File: config.mk
export PLATFORM = sky130hd
export DESIGN_NAME = xadc_drp_scheduler
export DESIGN_NICKNAME = d
export VERILOG_FILES = /design/src/rtl/xadc_pkg.sv /design/src/rtl/xadc_rr_slot_pick.sv /design/src/rtl/xadc_drp_scheduler.sv
export SDC_FILE = /design/constraint.sdc
export NUM_CORES = 1
export LEC_CHECK = 0
export BUFFER_PORTS_ARGS = -buffer_cell sky130_fd_sc_hd__buf_2
export CAP_MARGIN = 40
export CORE_MARGIN = 1
export CORE_UTILIZATION = 45
export CTS_CLUSTER_DIAMETER = 50
export CTS_CLUSTER_SIZE = 20
export DETAILED_ROUTE_END_ITERATION = 10
export GPL_TIMING_DRIVEN = 0
export PLACE_DENSITY = 0.76
export REMOVE_ABC_BUFFERS = 1
export SYNTH_ARGS = -nofsm -noshare
export SYNTH_HDL_FRONTEND = slang
export SYNTH_SLANG_ARGS = --single-unit
File: constraint.sdc
create_clock -name S_AXI_ACLK -period 4 [get_ports S_AXI_ACLK]
set_clock_uncertainty 0.05 [all_clocks]
set_input_delay 0.8 -clock S_AXI_ACLK [delete_from_list [all_inputs] [get_ports S_AXI_ACLK]]
set_output_delay 0.8 -clock S_AXI_ACLK [all_outputs]
set_load 0.02 [all_outputs]
File: src/rtl/xadc_pkg.sv
// Shared types and constants for the XADC DRP scan/host scheduler.
// Also used by the AXI register block for VAUX channel addressing.
package xadc_pkg;

    localparam int DRP_AW = 7;
    localparam int DRP_DW = 16;

    localparam logic [DRP_AW-1:0] VAUX6  = 7'h16;
    localparam logic [DRP_AW-1:0] VAUX7  = 7'h17;
    localparam logic [DRP_AW-1:0] VAUX14 = 7'h1E;
    localparam logic [DRP_AW-1:0] VAUX15 = 7'h1F;

    typedef enum logic [1:0] {IDLE, ISSUE, WAIT} state_t;
    typedef enum logic {OWN_SCAN, OWN_HOST} owner_t;

endpackage

File: src/rtl/xadc_rr_slot_pick.sv
// Combinational round-robin finder: first set mask bit at or after ptr, in wrap order.
// Zero latency; no handshake.
module xadc_rr_slot_pick #(
    parameter int NUM_SLOTS = 4,
    parameter int SW        = $clog2(NUM_SLOTS)
) (
    input  logic [NUM_SLOTS-1:0] mask,
    input  logic [SW-1:0]        ptr,
    output logic [SW-1:0]        slot,
    output logic                 found
);

    always_comb begin
        logic [SW:0]   sum;
        logic [SW-1:0] idx;
        slot  = '0;
        found = 1'b0;
        sum   = '0;
        idx   = '0;
        // Walk from the farthest candidate back to ptr so the nearest hit wins.
        for (int i = NUM_SLOTS - 1; i >= 0; i--) begin
            sum = {1'b0, ptr} + (SW+1)'(i);
            if (sum >= (SW+1)'(NUM_SLOTS)) begin
                sum = sum - (SW+1)'(NUM_SLOTS);
            end
            idx = sum[SW-1:0];
            if (mask[idx]) begin
                slot  = idx;
                found = 1'b1;
            end
        end
    end

endmodule

File: src/rtl/xadc_drp_scheduler.sv
// Shares one XADC DRP port between round-robin slot scan reads (one per eoc) and host accesses.
// den two cycles after eoc when idle; results/ack one cycle after drdy; host holds req until ack.
module xadc_drp_scheduler
    import xadc_pkg::*;
#(
    parameter int NUM_SLOTS = 4,
    parameter int TIMEOUT   = 63,
    localparam int SW       = $clog2(NUM_SLOTS)
) (
    input  logic                        S_AXI_ACLK,
    input  logic                        S_AXI_ARESET,
    input  logic                        enable,
    input  logic [NUM_SLOTS-1:0]        slot_mask,
    input  logic [DRP_AW*NUM_SLOTS-1:0] slot_addr_cfg,
    input  logic                        eoc,
    output logic                        den,
    output logic                        dwe,
    output logic [DRP_AW-1:0]           daddr,
    output logic [DRP_DW-1:0]           di,
    input  logic                        drdy,
    input  logic [DRP_DW-1:0]           do_in,
    input  logic                        host_req,
    input  logic                        host_we,
    input  logic [DRP_AW-1:0]           host_addr,
    input  logic [DRP_DW-1:0]           host_wdata,
    output logic                        host_ack,
    output logic [DRP_DW-1:0]           host_rdata,
    output logic [DRP_DW*NUM_SLOTS-1:0] slot_data,
    output logic                        sample_valid,
    output logic [SW-1:0]               sample_slot,
    output logic                        timeout_err,
    output logic                        overrun_err,
    input  logic                        err_clr
);

    localparam int CW = $clog2(TIMEOUT + 1);

    state_t            state, state_nx;
    owner_t            owner, last_grant;
    logic [SW-1:0]     ptr, cur_slot, pick_slot;
    logic              pick_found;
    logic [DRP_AW-1:0] cur_addr;
    logic [CW-1:0]     cnt;
    logic              scan_pending;
    logic              scan_want, host_want, scan_req, scan_end;
    logic              grant_scan, grant_host, done, expired;

    xadc_rr_slot_pick #(.NUM_SLOTS(NUM_SLOTS), .SW(SW)) u_pick (
        .mask  (slot_mask),
        .ptr   (ptr),
        .slot  (pick_slot),
        .found (pick_found)
    );

    assign scan_req  = eoc && enable;
    assign scan_want = scan_pending && pick_found;
    // The ack cycle is masked so a request level still high from the finished access is not re-granted.
    assign host_want = host_req && !host_ack;
    assign scan_end  = (done || expired) && (owner == OWN_SCAN);

    always_comb begin
        state_nx   = state;
        grant_scan = 1'b0;
        grant_host = 1'b0;
        done       = 1'b0;
        expired    = 1'b0;
        den        = 1'b0;
        dwe        = 1'b0;
        daddr      = '0;
        di         = '0;
        unique case (state)
            IDLE: begin
                if (scan_want && (!host_want || last_grant == OWN_HOST)) begin
                    grant_scan = 1'b1;
                end else if (host_want) begin
                    grant_host = 1'b1;
                end
                if (grant_scan || grant_host) begin
                    state_nx = ISSUE;
                end
            end
            ISSUE: begin
                den = 1'b1;
                if (owner == OWN_HOST) begin
                    dwe   = host_we;
                    daddr = host_addr;
                    di    = host_wdata;
                end else begin
                    daddr = cur_addr;
                end
                state_nx = WAIT;
            end
            WAIT: begin
                if (drdy) begin
                    done     = 1'b1;
                    state_nx = IDLE;
                end else if (cnt == CW'(TIMEOUT - 1)) begin
                    expired  = 1'b1;
                    state_nx = IDLE;
                end
            end
            default: state_nx = IDLE;
        endcase
    end

    always_ff @(posedge S_AXI_ACLK) begin
        if (S_AXI_ARESET) begin
            state        <= IDLE;
            owner        <= OWN_SCAN;
            last_grant   <= OWN_HOST;
            ptr          <= '0;
            cur_slot     <= '0;
            cur_addr     <= '0;
            cnt          <= '0;
            scan_pending <= 1'b0;
            slot_data    <= '0;
            sample_valid <= 1'b0;
            sample_slot  <= '0;
            host_ack     <= 1'b0;
            host_rdata   <= '0;
            timeout_err  <= 1'b0;
            overrun_err  <= 1'b0;
        end else begin
            state        <= state_nx;
            sample_valid <= done && (owner == OWN_SCAN);
            host_ack     <= (done || expired) && (owner == OWN_HOST);
            cnt          <= (state == WAIT) ? cnt + CW'(1) : '0;

            // Slot choice and address are frozen here; config changes later do not touch this access.
            if (grant_scan) begin
                owner      <= OWN_SCAN;
                last_grant <= OWN_SCAN;
                cur_slot   <= pick_slot;
                cur_addr   <= slot_addr_cfg[pick_slot*DRP_AW +: DRP_AW];
            end
            if (grant_host) begin
                owner      <= OWN_HOST;
                last_grant <= OWN_HOST;
            end

            if (done && owner == OWN_SCAN) begin
                slot_data[cur_slot*DRP_DW +: DRP_DW] <= do_in;
                sample_slot                          <= cur_slot;
            end
            if (done && owner == OWN_HOST) begin
                host_rdata <= do_in;
            end
            if (expired && owner == OWN_HOST) begin
                host_rdata <= '0;
            end
            if (scan_end) begin
                ptr <= (cur_slot == SW'(NUM_SLOTS - 1)) ? '0 : cur_slot + SW'(1);
            end

            if (scan_req) begin
                scan_pending <= 1'b1;
            end else if (scan_end || (state == IDLE && scan_pending && !pick_found)) begin
                scan_pending <= 1'b0;
            end

            if (expired) begin
                timeout_err <= 1'b1;
            end else if (err_clr) begin
                timeout_err <= 1'b0;
            end
            if (scan_req && (scan_pending || (state != IDLE && owner == OWN_SCAN))) begin
                overrun_err <= 1'b1;
            end else if (err_clr) begin
                overrun_err <= 1'b0;
            end
        end
    end

endmodule
==> flow_metrics.env, run 1 <==
export IMPL_design_core_area_sq_mm=0.00982
export IMPL_seq_power_share_pct=56.0
export IMPL_postCtsSetupBuffers=0
export IMPL_net_switching_power_uw=516
export IMPL_initial_core_util_pct=46.7
export IMPL_setup_viol=0
export IMPL_async_flop_share_pct=0
export IMPL_area_growth_pct=26.1
export IMPL_drtIter0Drc=233
export IMPL_portBuffers=189
export IMPL_max_freq_ghz=0.325
export IMPL_path_max_fanout=17
export IMPL_internal_power_mw=1.46
export IMPL_cts_root_buf="clkbuf_8"
export IMPL_min_from="slot_data[30]$_SDFFE_PP0P_"
export IMPL_wire_per_inst_um=15.4
export IMPL_grt_use_total_pct=24.5
export IMPL_htree_levels=3
export IMPL_finalCriticalPeriod_ns=3.08
export IMPL_cts_buffers=9
export IMPL_pin_count=190
export IMPL_synth_edf_count=0
export IMPL_worstPathBufferInverterCount=2
export IMPL_crit_arrival_ns=2.23
export IMPL_avgSynthCellArea_sq_um=8.29
export IMPL_grt_max_degree=53
export IMPL_crit_chain="inv_1 > nor2_1 > and2_1 > buf_2"
export IMPL_die_area_sq_mm=0.0106
export IMPL_worstPathRequired_ns=3.15
export IMPL_drc=0
export IMPL_firstDrtPassIters=5
export IMPL_rows=36
export IMPL_syn_area_sq_mm=0.00458
export IMPL_critical_path_slowest_cell="dfxtp_1"
export IMPL_drive_above_1_share_pct=30.3
export IMPL_reg2reg_from="cur_slot[0]$_SDFFE_PP0P_"
export IMPL_grt_ovfl_total=0
export IMPL_netlist_instances=553
export IMPL_fp_dieW_um=103
export IMPL_drv_slew=0
export IMPL_whs_ns=0.403
export IMPL_cellPowerDensity_mw_per_mm2=342
export IMPL_tns_ns=0
export IMPL_grt_pass1_wl_um=20000
export IMPL_setup_slack_ns=0.919
export IMPL_end_kind="output pin"
export IMPL_total_power_mw=1.98
export IMPL_dp_cells=842
export IMPL_post_dp_cell_area_sq_mm=0.00560
export IMPL_seq_area_frac_synth_pct=47.2
export IMPL_clock_power_share_pct=33.6
export IMPL_place_ws_ns=1.22
export IMPL_dp_hpwl_um=9560
export IMPL_cts_resized=0
export IMPL_fin_crit_sh_pct=77.0
export IMPL_routed_via_density=5.27
export IMPL_clkSlewWorstSetupHoldPaths_ns=0.10
export IMPL_clock_sinks=108
export IMPL_worstSetupStartpointType="flip-flop"
export IMPL_crit_family="simple AND/OR/NAND/NOR gates"
export IMPL_final_util_pct=58.9
export IMPL_peakVddDrop_uv=164
export IMPL_synth_top_flop_cell="dfxtp_1"
export IMPL_path_class="reg2out"
export IMPL_fp_dieH_um=103
export IMPL_drt_wl_total_um=13200
export IMPL_synth_distinct_cells=41
export IMPL_cts_buffer_depth=2
export IMPL_grt_setup_unrepaired="false"
export IMPL_status="completed"
export IMPL_swShare_pct=26.1
export IMPL_comb_power_share_pct=10.4
export IMPL_relSlewSlack_pct=41.0
export IMPL_cpPeakStageDelay_ns=0.75
export IMPL_grt_antenna_before_repair=0
export IMPL_gp_congestion=0.814
export IMPL_antenna_cells=0
export IMPL_max_slew_worst_pin_slew_ns=0.880
export IMPL_synth_warnings=0
export IMPL_maxCapViolations=0
export IMPL_cts_hold_buf=0
export IMPL_clk_latency_ns=0.37
export IMPL_fin_cells=856
export IMPL_fin_nets=807
export IMPL_cts_tree="yes"
export IMPL_final_area_sq_mm=0.00578
export IMPL_timing_final_hold_violations=0
export IMPL_route_vias_total=4513
export IMPL_hold_path_class="reg2reg"
export IMPL_ys_ff_latch=108
export IMPL_grt_pass1_vias=4129
export IMPL_p_leak_nw=2.52
export IMPL_drtAntennaViolNets=0
export IMPL_crit_start="owner$_SDFFE_PP0P_"
-- area by class of cell --
class / count / area, sq um
sequential: 108 / 2160
inverter: 8 / 30.0
fill: 929 / 4040
clock inverter: 5 / 61.3
clock buffer: 9 / 124
timing repair buffer: 195 / 1010
tap: 133 / 166
multi-input combinational: 398 / 2230
-- final timing paths --
kind                                              endpoint  slack, ns  cells past startpoint
worst max-delay path                                di[12]       0.92                      4
worst min-delay path            slot_data[30]$_SDFFE_PP0P_       0.40                      2
worst max register to register  slot_data[53]$_SDFFE_PP0P_       1.70                      6
worst min register to register  slot_data[30]$_SDFFE_PP0P_       0.40                      2
-- tightest hold or removal path: stages, from the launching register on --
cell     delay (ns)
dfxtp_1        0.32
nand2_1        0.05
a21oi_1        0.05
-- synthesized netlist by cell type (all sizes together) (2+ instances only) --
library cell	count	area (sq um)
nor3b	3	22.5
nor2	28	105
and2	22	138
o21ai	3	15.0
inv	8	30.0
nand2b	6	37.5
clkbuf	23	87.6
nand3b	8	60.1
nor4	2	12.5
nand2	103	387
buf	16	97.6
o221ai	7	61.3
nor3	5	30.0
dfxtp	108	2160
xor2	3	26.3
nand4	2	12.5
and3	2	12.5
a21oi	87	439
nand3	67	335
nor2b	2	12.5
ha	8	100
mux2i	28	280
-- metal layers --
layer  vias up  wire length (um)  global-route usage [%]
met1      2101              5680                    31.5
met2       158              6290                    39.5
met5         -                 0                       0
li1       2213                 -                       -
met4         0               469                    12.5
met3        41               733                    4.68
-- registers in the layout, indices dropped and copies added, names as in the netlist --
signal	flops
cnt	6
sample_valid	1
ptr	2
state	2
overrun_err	1
timeout_err	1
host_rdata	16
sample_slot	2
owner	1
last_grant	1
host_ack	1
slot_data	64
cur_slot	2
scan_pending	1
cur_addr	7
-- layout by cell type (no fill, tap or decap), types with 2 or more instances in the layout --
master    instances
nor3_1            3
mux2i_1          28
nand2_1         103
nand3b_1          8
nor2_1           28
dfxtp_1         108
inv_1             8
a21oi_1          86
nand4_1           2
nand2b_1          6
o221ai_1          7
nand3_1          67
nor3_2            2
nor2b_1           2
nor4_1            2
ha_1              8
nor3b_2           3
and3_1            2
xor2_1            3
buf_2           189
inv_6             2
clkbuf_8          9
o21ai_0           2
buf_4             4
and2_1           22
-- power by group through the flow --
| stage | clock (mW) | sequential, mW | combinational [mW] |
|---|---|---|---|
| after floorplan | 0 | 1.13 | 0.0917 |
| after global placement | 0 | 1.13 | 0.191 |
| after detailed placement | 0 | 1.13 | 0.203 |
| after CTS | 0.671 | 1.11 | 0.205 |
| after global routing | 0.708 | 1.11 | 0.222 |
| final | 0.665 | 1.11 | 0.206 |
-- logic make-up (layout without fill, tap and decap cells) --
kind of cell               Yosys count  after routing  share of synthesized area [%]
xor gates and xnor gates             4              4                          0.764
and+or+nand+nor                    254            254                           26.1
buffers and inverters               47            217                           4.69
adders and majority gates            8              8                           2.18
muxes                               28             28                           6.11
DFF                                108            108                           47.2
AOI/OAI and AO/OA                  104            104                           13.0
Power figures use the tool's default switching activity.
==> inputs of run 2 (changes only) <==
--- a/config.mk
+++ b/config.mk
@@ -5,10 +5,11 @@
 export SDC_FILE = /design/constraint.sdc
 export NUM_CORES = 1
 export LEC_CHECK = 0
+export ABC_AREA = 1
 export BUFFER_PORTS_ARGS = -buffer_cell sky130_fd_sc_hd__buf_2
 export CAP_MARGIN = 40
 export CORE_MARGIN = 1
-export CORE_UTILIZATION = 45
+export CORE_UTILIZATION = 44
 export CTS_CLUSTER_DIAMETER = 50
 export CTS_CLUSTER_SIZE = 20
 export DETAILED_ROUTE_END_ITERATION = 10
==> constraint.sdc (replaced) <==
create_clock -name S_AXI_ACLK -period 2.8 [get_ports S_AXI_ACLK]
set_clock_uncertainty 0.05 [all_clocks]
set_input_delay 0.56 -clock S_AXI_ACLK [delete_from_list [all_inputs] [get_ports S_AXI_ACLK]]
set_output_delay 0.56 -clock S_AXI_ACLK [all_outputs]
set_load 0.02 [all_outputs]
==> run 2 against run 1 <==
Against the previous run: worst hold slack worse by 0.032 ns; worst setup slack got worse by 0.67 ns; core utilization is 1.7 points lower; synthesized cell count rose by 25%; sequential power up 43%; first-iteration DRC count increased by 39%; total power up 49%; register-to-register slack got worse by 1.4 ns.
==> flow_metrics.env, run 2 <==
export IMPL_clock_sinks=108
export IMPL_cts_buffer_depth=2
export IMPL_dp_hpwl_um=9770
export IMPL_final_util_pct=57.1
export IMPL_clk_latency_ns=0.36
export IMPL_dp_cells=983
export IMPL_drive_above_1_share_pct=26.3
export IMPL_rows=38
export IMPL_top_regs="slot_data x64, host_rdata x16, cur_addr x7"
export IMPL_seq_power_share_pct=54.0
export IMPL_swShare_pct=30.0
export IMPL_worstSetupStartpointType="flip-flop"
export IMPL_relSlewSlack_pct=50.1
export IMPL_fin_nets=941
export IMPL_drc=0
export IMPL_fin_cells=999
export IMPL_crit_family="flip-flops"
export IMPL_portBuffers=189
export IMPL_drt_wl_total_um=13500
export IMPL_met1_length_um=6170
export IMPL_cts_root_buf="clkbuf_8"
export IMPL_status="completed"
export IMPL_cts_tree="yes"
export IMPL_synth_edf_count=0
export IMPL_synth_distinct_cells=25
export IMPL_critical_path_slowest_cell="dfxtp_1"
export IMPL_routed_via_density=5.06
export IMPL_layout_commonest_cell="buf_2"
export IMPL_seq_area_frac_synth_pct=44.0
export IMPL_drtAntennaViolNets=0
export IMPL_maxCapViolations=0
export IMPL_layout_common_cells="189 x buf_2, 177 x nand2_1, 113 x a21oi_1"
export IMPL_largest_reg_flops=64
export IMPL_drv_slew=0
export IMPL_cts_buffers=9
export IMPL_die_area_sq_mm=0.0116
export IMPL_wire_per_inst_um=13.5
export IMPL_largest_register="slot_data"
export IMPL_grt_pass1_vias=4370
export IMPL_total_power_mw=2.95
export IMPL_regToRegSetupSlack_ns=0.30
export IMPL_path_max_fanout=19
export IMPL_wl_met3_um=788
export IMPL_clkSlewWorstSetupHoldPaths_ns=0.10
export IMPL_hold_path_class="in2reg"
export IMPL_route_met2_wl_um=6420
export IMPL_max_slew_worst_pin_slew_ns=0.749
export IMPL_peakVddDrop_uv=227
export IMPL_avgSynthCellArea_sq_um=7.10
export IMPL_internal_power_mw=2.06
export IMPL_grt_ovfl_total=0
export IMPL_place_ws_ns=-0.238
export IMPL_grt_antenna_before_repair=0
export IMPL_design_core_area_sq_mm=0.0108
export IMPL_yosysMostFrequentCell="nand2_1"
export IMPL_worstPathRequired_ns=2.19
export IMPL_htree_levels=3
export IMPL_fin_crit_sh_pct=91.1
export IMPL_yosysTopAreaCell="dfxtp_1"
export IMPL_synth_warnings=0
export IMPL_max_freq_ghz=0.392
export IMPL_synth_area_leaders="dfxtp_1 44%, nand2_1 14%, a21oi_1 12%, or3_1 6.1%, inv_1 4.1%"
export IMPL_grt_setup_unrepaired="false"
export IMPL_path_class="reg2out"
export IMPL_clock_power_share_pct=30.5
export IMPL_gp_congestion=0.874
export IMPL_timing_final_hold_violations=0
export IMPL_grt_pass1_wl_um=21500
export IMPL_firstDrtPassIters=5
export IMPL_net_switching_power_uw=886
export IMPL_yosys_area_top_type_share_pct=44.0
export IMPL_end_kind="output pin"
export IMPL_fp_dieH_um=108
export IMPL_antenna_cells=0
export IMPL_route_vias_total=5053
export IMPL_netlist_instances=692
export IMPL_finalCriticalPeriod_ns=2.55
export IMPL_ys_top_cells_by_count="180 x nand2_1, 113 x a21oi_1, 108 x dfxtp_1, 54 x inv_1, 48 x or3_1"
export IMPL_crit_arrival_ns=1.94
export IMPL_fp_dieW_um=108
export IMPL_worstPathBufferInverterCount=2
export IMPL_drtIter0Drc=325
export IMPL_whs_ns=0.371
export IMPL_cts_hold_buf=0
export IMPL_syn_area_sq_mm=0.00492
export IMPL_area_growth_pct=26.0
export IMPL_cpPeakStageDelay_ns=0.72
export IMPL_setup_viol=0
export IMPL_async_flop_share_pct=0
export IMPL_synth_top_flop_cell="dfxtp_1"
export IMPL_grt_max_degree=46
export IMPL_initial_core_util_pct=45.3
export IMPL_pin_count=190
export IMPL_ys_ff_latch=108
export IMPL_grt_use_total_pct=23.3
export IMPL_crit_chain="inv_1 > o21ai_0 > a21oi_1 > buf_2"
export IMPL_postCtsSetupBuffers=0
export IMPL_setup_slack_ns=0.248
export IMPL_top_layer="met4"
export IMPL_comb_power_share_pct=15.5
export IMPL_p_leak_nw=2.76
export IMPL_cellPowerDensity_mw_per_mm2=476
run 2: timing repair:
action | 4_1_cts | 5_1_grt
gates cloned | 0 | 0
gates resized for setup | 3 | 10
pin swaps | 0 | 0
endpoints found under the setup margin | 34 | 73
run 2: per-layer routing:
metal,vias up,GRT usage (%)
met3,15,3.75
met4,0,5.87
met2,167,38.0
met5,-,0
met1,2258,31.8
li1,2613,-
run 2: cell families after synthesis:
family	after synthesis	synth area share, %
DFF	108	44.0
AOI/OAI and AO/OA	135	14.0
buffers and inverters	100	7.71
and+or+nand+nor	339	31.9
adders and majority gates	8	2.04
xor gates and xnor gates	2	0.356
run 2: power by group through the flow:
stage	sequential (mW)	combinational (mW)	clock [mW]
2_1_floorplan	1.64	0.222	0
3_3_place_gp	1.64	0.411	0
3_5_place_dp	1.63	0.443	0
4_1_cts	1.59	0.449	0.930
5_1_grt	1.60	0.512	0.997
6_report	1.59	0.457	0.900
run 2: area by class of cell:
type | count | area, sq um
clock buffer | 11 | 141
inverter | 56 | 219
tap | 140 | 175
timing repair buffer | 195 | 1050
multi-input combinational | 484 | 2400
fill | 1076 | 4650
sequential | 108 | 2160
clock inverter | 5 | 43.8
run 2: worst paths after layout:
path                                                 start                          to  cells after the start
worst min-delay path                     slot_addr_cfg[10]    cur_addr[3]$_SDFFE_PP0P_                      3
worst max-delay path                    owner$_SDFFE_PP0P_                    daddr[3]                      4
worst min register to register  host_rdata[8]$_SDFFE_PP0P_  host_rdata[8]$_SDFFE_PP0P_                      2
worst max register to register       state[1]$_SDFFE_PP0P_  slot_data[39]$_SDFFE_PP0P_                      8
run 2: worst register-to-register path, cell delays in order, from the launching register on:
cell,delay (ns)
dfxtp_1,0.38
inv_1,0.09
nor2_4,0.37
inv_2,0.13
nor3_4,0.36
nand2_2,0.28
buf_6,0.24
or4_1,0.40
a21oi_1,0.15
run 2: through the flow:
| step | TNS, ns | area [sq um] |
|---|---|---|
| floorplan | 0 | 4750 |
| global placement | -28.92 | 5870 |
| detailed placement | -3.30 | 5970 |
| CTS | 0 | 6170 |
| global route | 0 | 6190 |
| finish | 0 | 6190 |
==> inputs of run 3 (changes only) <==
--- a/config.mk
+++ b/config.mk
@@ -10,10 +10,12 @@
 export CAP_MARGIN = 40
 export CORE_MARGIN = 1
 export CORE_UTILIZATION = 44
+export CTS_BUF_LIST = sky130_fd_sc_hd__clkbuf_16
 export CTS_CLUSTER_DIAMETER = 50
 export CTS_CLUSTER_SIZE = 20
 export DETAILED_ROUTE_END_ITERATION = 10
 export GPL_TIMING_DRIVEN = 0
+export HOLD_SLACK_MARGIN = 0.02
 export PLACE_DENSITY = 0.76
 export REMOVE_ABC_BUFFERS = 1
 export SYNTH_ARGS = -nofsm -noshare
==> constraint.sdc (replaced) <==
create_clock -name S_AXI_ACLK -period 2.8 [get_ports S_AXI_ACLK]
set_clock_uncertainty 0.05 [all_clocks]
set_input_delay 0.28 -clock S_AXI_ACLK [delete_from_list [all_inputs] [get_ports S_AXI_ACLK]]
set_output_delay 0.28 -clock S_AXI_ACLK [all_outputs]
set_load 0.02 [all_outputs]
==> run 3 against run 2 <==
Against the previous run: critical endpoint is now daddr[0]; worst setup slack worse by 0.062 ns; combinational power about the same; maximum frequency down 2.4%; final cell count unchanged; total power up 9.4%; via count down 0.16%; largest power group unchanged; wire length down 0.11%; die area unchanged; clock-buffer cell count down 2; global-route usage down 0.12 points; worst hold slack worse by 0.25 ns.
==> flow_metrics.env, run 3 (same netlist as run 2, synthesis figures left out) <==
export IMPL_maxCapViolations=0
export IMPL_crit_arrival_ns=2.28
export IMPL_antenna_cells=0
export IMPL_clkSlewWorstSetupHoldPaths_ns=0.07
export IMPL_fp_dieH_um=108
export IMPL_status="completed"
export IMPL_area_growth_pct=27.8
export IMPL_p_leak_nw=2.80
export IMPL_die_area_sq_mm=0.0116
export IMPL_grt_ovfl_total=0
export IMPL_top_regs="slot_data x64, host_rdata x16, cur_addr x7"
export IMPL_dp_hpwl_um=9770
export IMPL_drv_slew=0
export IMPL_swShare_pct=28.4
export IMPL_portBuffers=189
export IMPL_grt_pass1_vias=4366
export IMPL_cts_buffer_depth=2
export IMPL_grt_antenna_before_repair=0
export IMPL_grt_max_degree=46
export IMPL_dp_cells=983
export IMPL_max_freq_ghz=0.383
export IMPL_drive_above_1_share_pct=26.0
export IMPL_layout_common_cells="189 x buf_2, 178 x nand2_1, 113 x a21oi_1"
export IMPL_peakVddDrop_uv=255
export IMPL_worstSetupStartpointType="flip-flop"
export IMPL_relSlewSlack_pct=49.4
export IMPL_firstDrtPassIters=5
export IMPL_total_power_mw=3.23
export IMPL_fin_nets=941
export IMPL_grt_setup_unrepaired="false"
export IMPL_worstPathRequired_ns=2.47
export IMPL_hold_path_class="in2reg"
export IMPL_largest_register="slot_data"
export IMPL_seq_power_share_pct=49.3
export IMPL_pin_count=190
export IMPL_grt_use_total_pct=23.2
export IMPL_fp_dieW_um=108
export IMPL_clock_sinks=108
export IMPL_max_slew_worst_pin_slew_ns=0.759
export IMPL_final_area_sq_mm=0.00628
export IMPL_critical_path_slowest_cell="nor2_1"
export IMPL_crit_chain="inv_1 > nor2_1 > clkinvlp_4 > a21oi_1 > buf_2"
export IMPL_htree_levels=3
export IMPL_layout_commonest_cell="buf_2"
export IMPL_gp_congestion=0.874
export IMPL_fin_crit_sh_pct=93.4
export IMPL_routed_via_density=5.05
export IMPL_end_kind="output pin"
export IMPL_route_vias_total=5045
export IMPL_place_ws_ns=-0.238
export IMPL_n_fill_cell=1071
export IMPL_timing_final_hold_violations=0
export IMPL_drc=0
export IMPL_design_core_area_sq_mm=0.0108
export IMPL_comb_power_share_pct=14.1
export IMPL_cts_buffers=9
export IMPL_setup_slack_ns=0.186
export IMPL_drt_wl_total_um=13500
export IMPL_cellPowerDensity_mw_per_mm2=514
export IMPL_setup_viol=0
export IMPL_fin_cells=999
export IMPL_route_met2_wl_um=6470
export IMPL_drtIter0Drc=387
export IMPL_top_layer="met4"
export IMPL_net_switching_power_uw=916
export IMPL_path_max_fanout=19
export IMPL_wire_per_inst_um=13.5
export IMPL_met1_length_um=6060
export IMPL_wl_met3_um=880
export IMPL_path_class="reg2out"
export IMPL_cts_tree="yes"
export IMPL_largest_reg_flops=64
export IMPL_initial_core_util_pct=45.3
export IMPL_postCtsSetupBuffers=0
export IMPL_finalCriticalPeriod_ns=2.61
export IMPL_clk_latency_ns=0.34
export IMPL_grt_pass1_wl_um=21400
export IMPL_post_dp_cell_area_sq_mm=0.00597
export IMPL_clock_power_share_pct=36.6
export IMPL_rows=38
export IMPL_drtAntennaViolNets=0
export IMPL_cpPeakStageDelay_ns=0.53
export IMPL_cts_root_buf="clkbuf_16"
export IMPL_internal_power_mw=2.31
==> run 3: cell types whose count changed in the layout (fill, tap and decap cells not counted), sizes merged <==
cell | before | now
clkbuf | 11 | 9
clkinvlp | 4 | 5
inv | 55 | 56
==> run 3: power by group through the flow <==
stage                     clock network, mW  logic [mW]  registers [mW]
after floorplan                           0       0.222            1.64
after global placement                    0       0.411            1.64
after detailed placement                  0       0.443            1.63
after CTS                              1.21       0.448            1.59
after global routing                   1.27       0.511            1.59
final                                  1.18       0.454            1.59
==> run 3: per-stage QoR <==
step                util, %  setup TNS [ns]  hold WS (ns)
finish                 58.0               0         0.119
detailed placement     55.1           -3.27         0.402
global placement       54.1          -25.38         0.395
floorplan                 -               0         0.299
global route           58.0               0         0.120
CTS                    57.7               0         0.109
==> run 3: layer usage <==
metal / vias up / global-route usage, %
li1: 2624 / -
met1: 2230 / 31.1
met2: 180 / 38.5
met3: 11 / 4.06
met4: 0 / 5.38
met5: - / 0
==> run 3: area by class of cell <==
class	instances	area, sq um	area share (%)
clock inverter	7	51.3	0.816
timing repair buffer	195	1050	16.7
clock buffer	9	225	3.58
multi-input combinational	484	2400	38.2
tap	140	175	2.79
inverter	56	221	3.52
sequential	108	2160	34.4
==> run 3: path summary, 6_finish.rpt <==
| path | end | cells past startpoint | start | slack (ns) |
|---|---|---|---|---|
| worst max-delay path | daddr[0] | 5 | state[0]$_SDFFE_PP0P_ | 0.19 |
| worst min-delay path | cur_addr[3]$_SDFFE_PP0P_ | 3 | slot_addr_cfg[10] | 0.12 |
| worst max register to register | slot_data[10]$_SDFFE_PP0P_ | 8 | state[1]$_SDFFE_PP0P_ | 0.30 |
| worst min register to register | host_rdata[8]$_SDFFE_PP0P_ | 2 | host_rdata[8]$_SDFFE_PP0P_ | 0.41 |
==> run 3: worst max-delay path, delay by kind of cell (launching register included) <==
family,cells,cell delay [ns]
AOI/OAI and AO/OA,1,0.25
buffers and inverters,3,0.79
and+or+nand+nor,1,0.53
DFF,1,0.39
==> run 3: what timing repair did <==
| item | in CTS | in global routing |
|---|---|---|
| pin swaps | 0 | 0 |
| setup endpoints to repair | 16 | 61 |
| hold buffers | 0 | 0 |
| gates resized for setup | 2 | 9 |
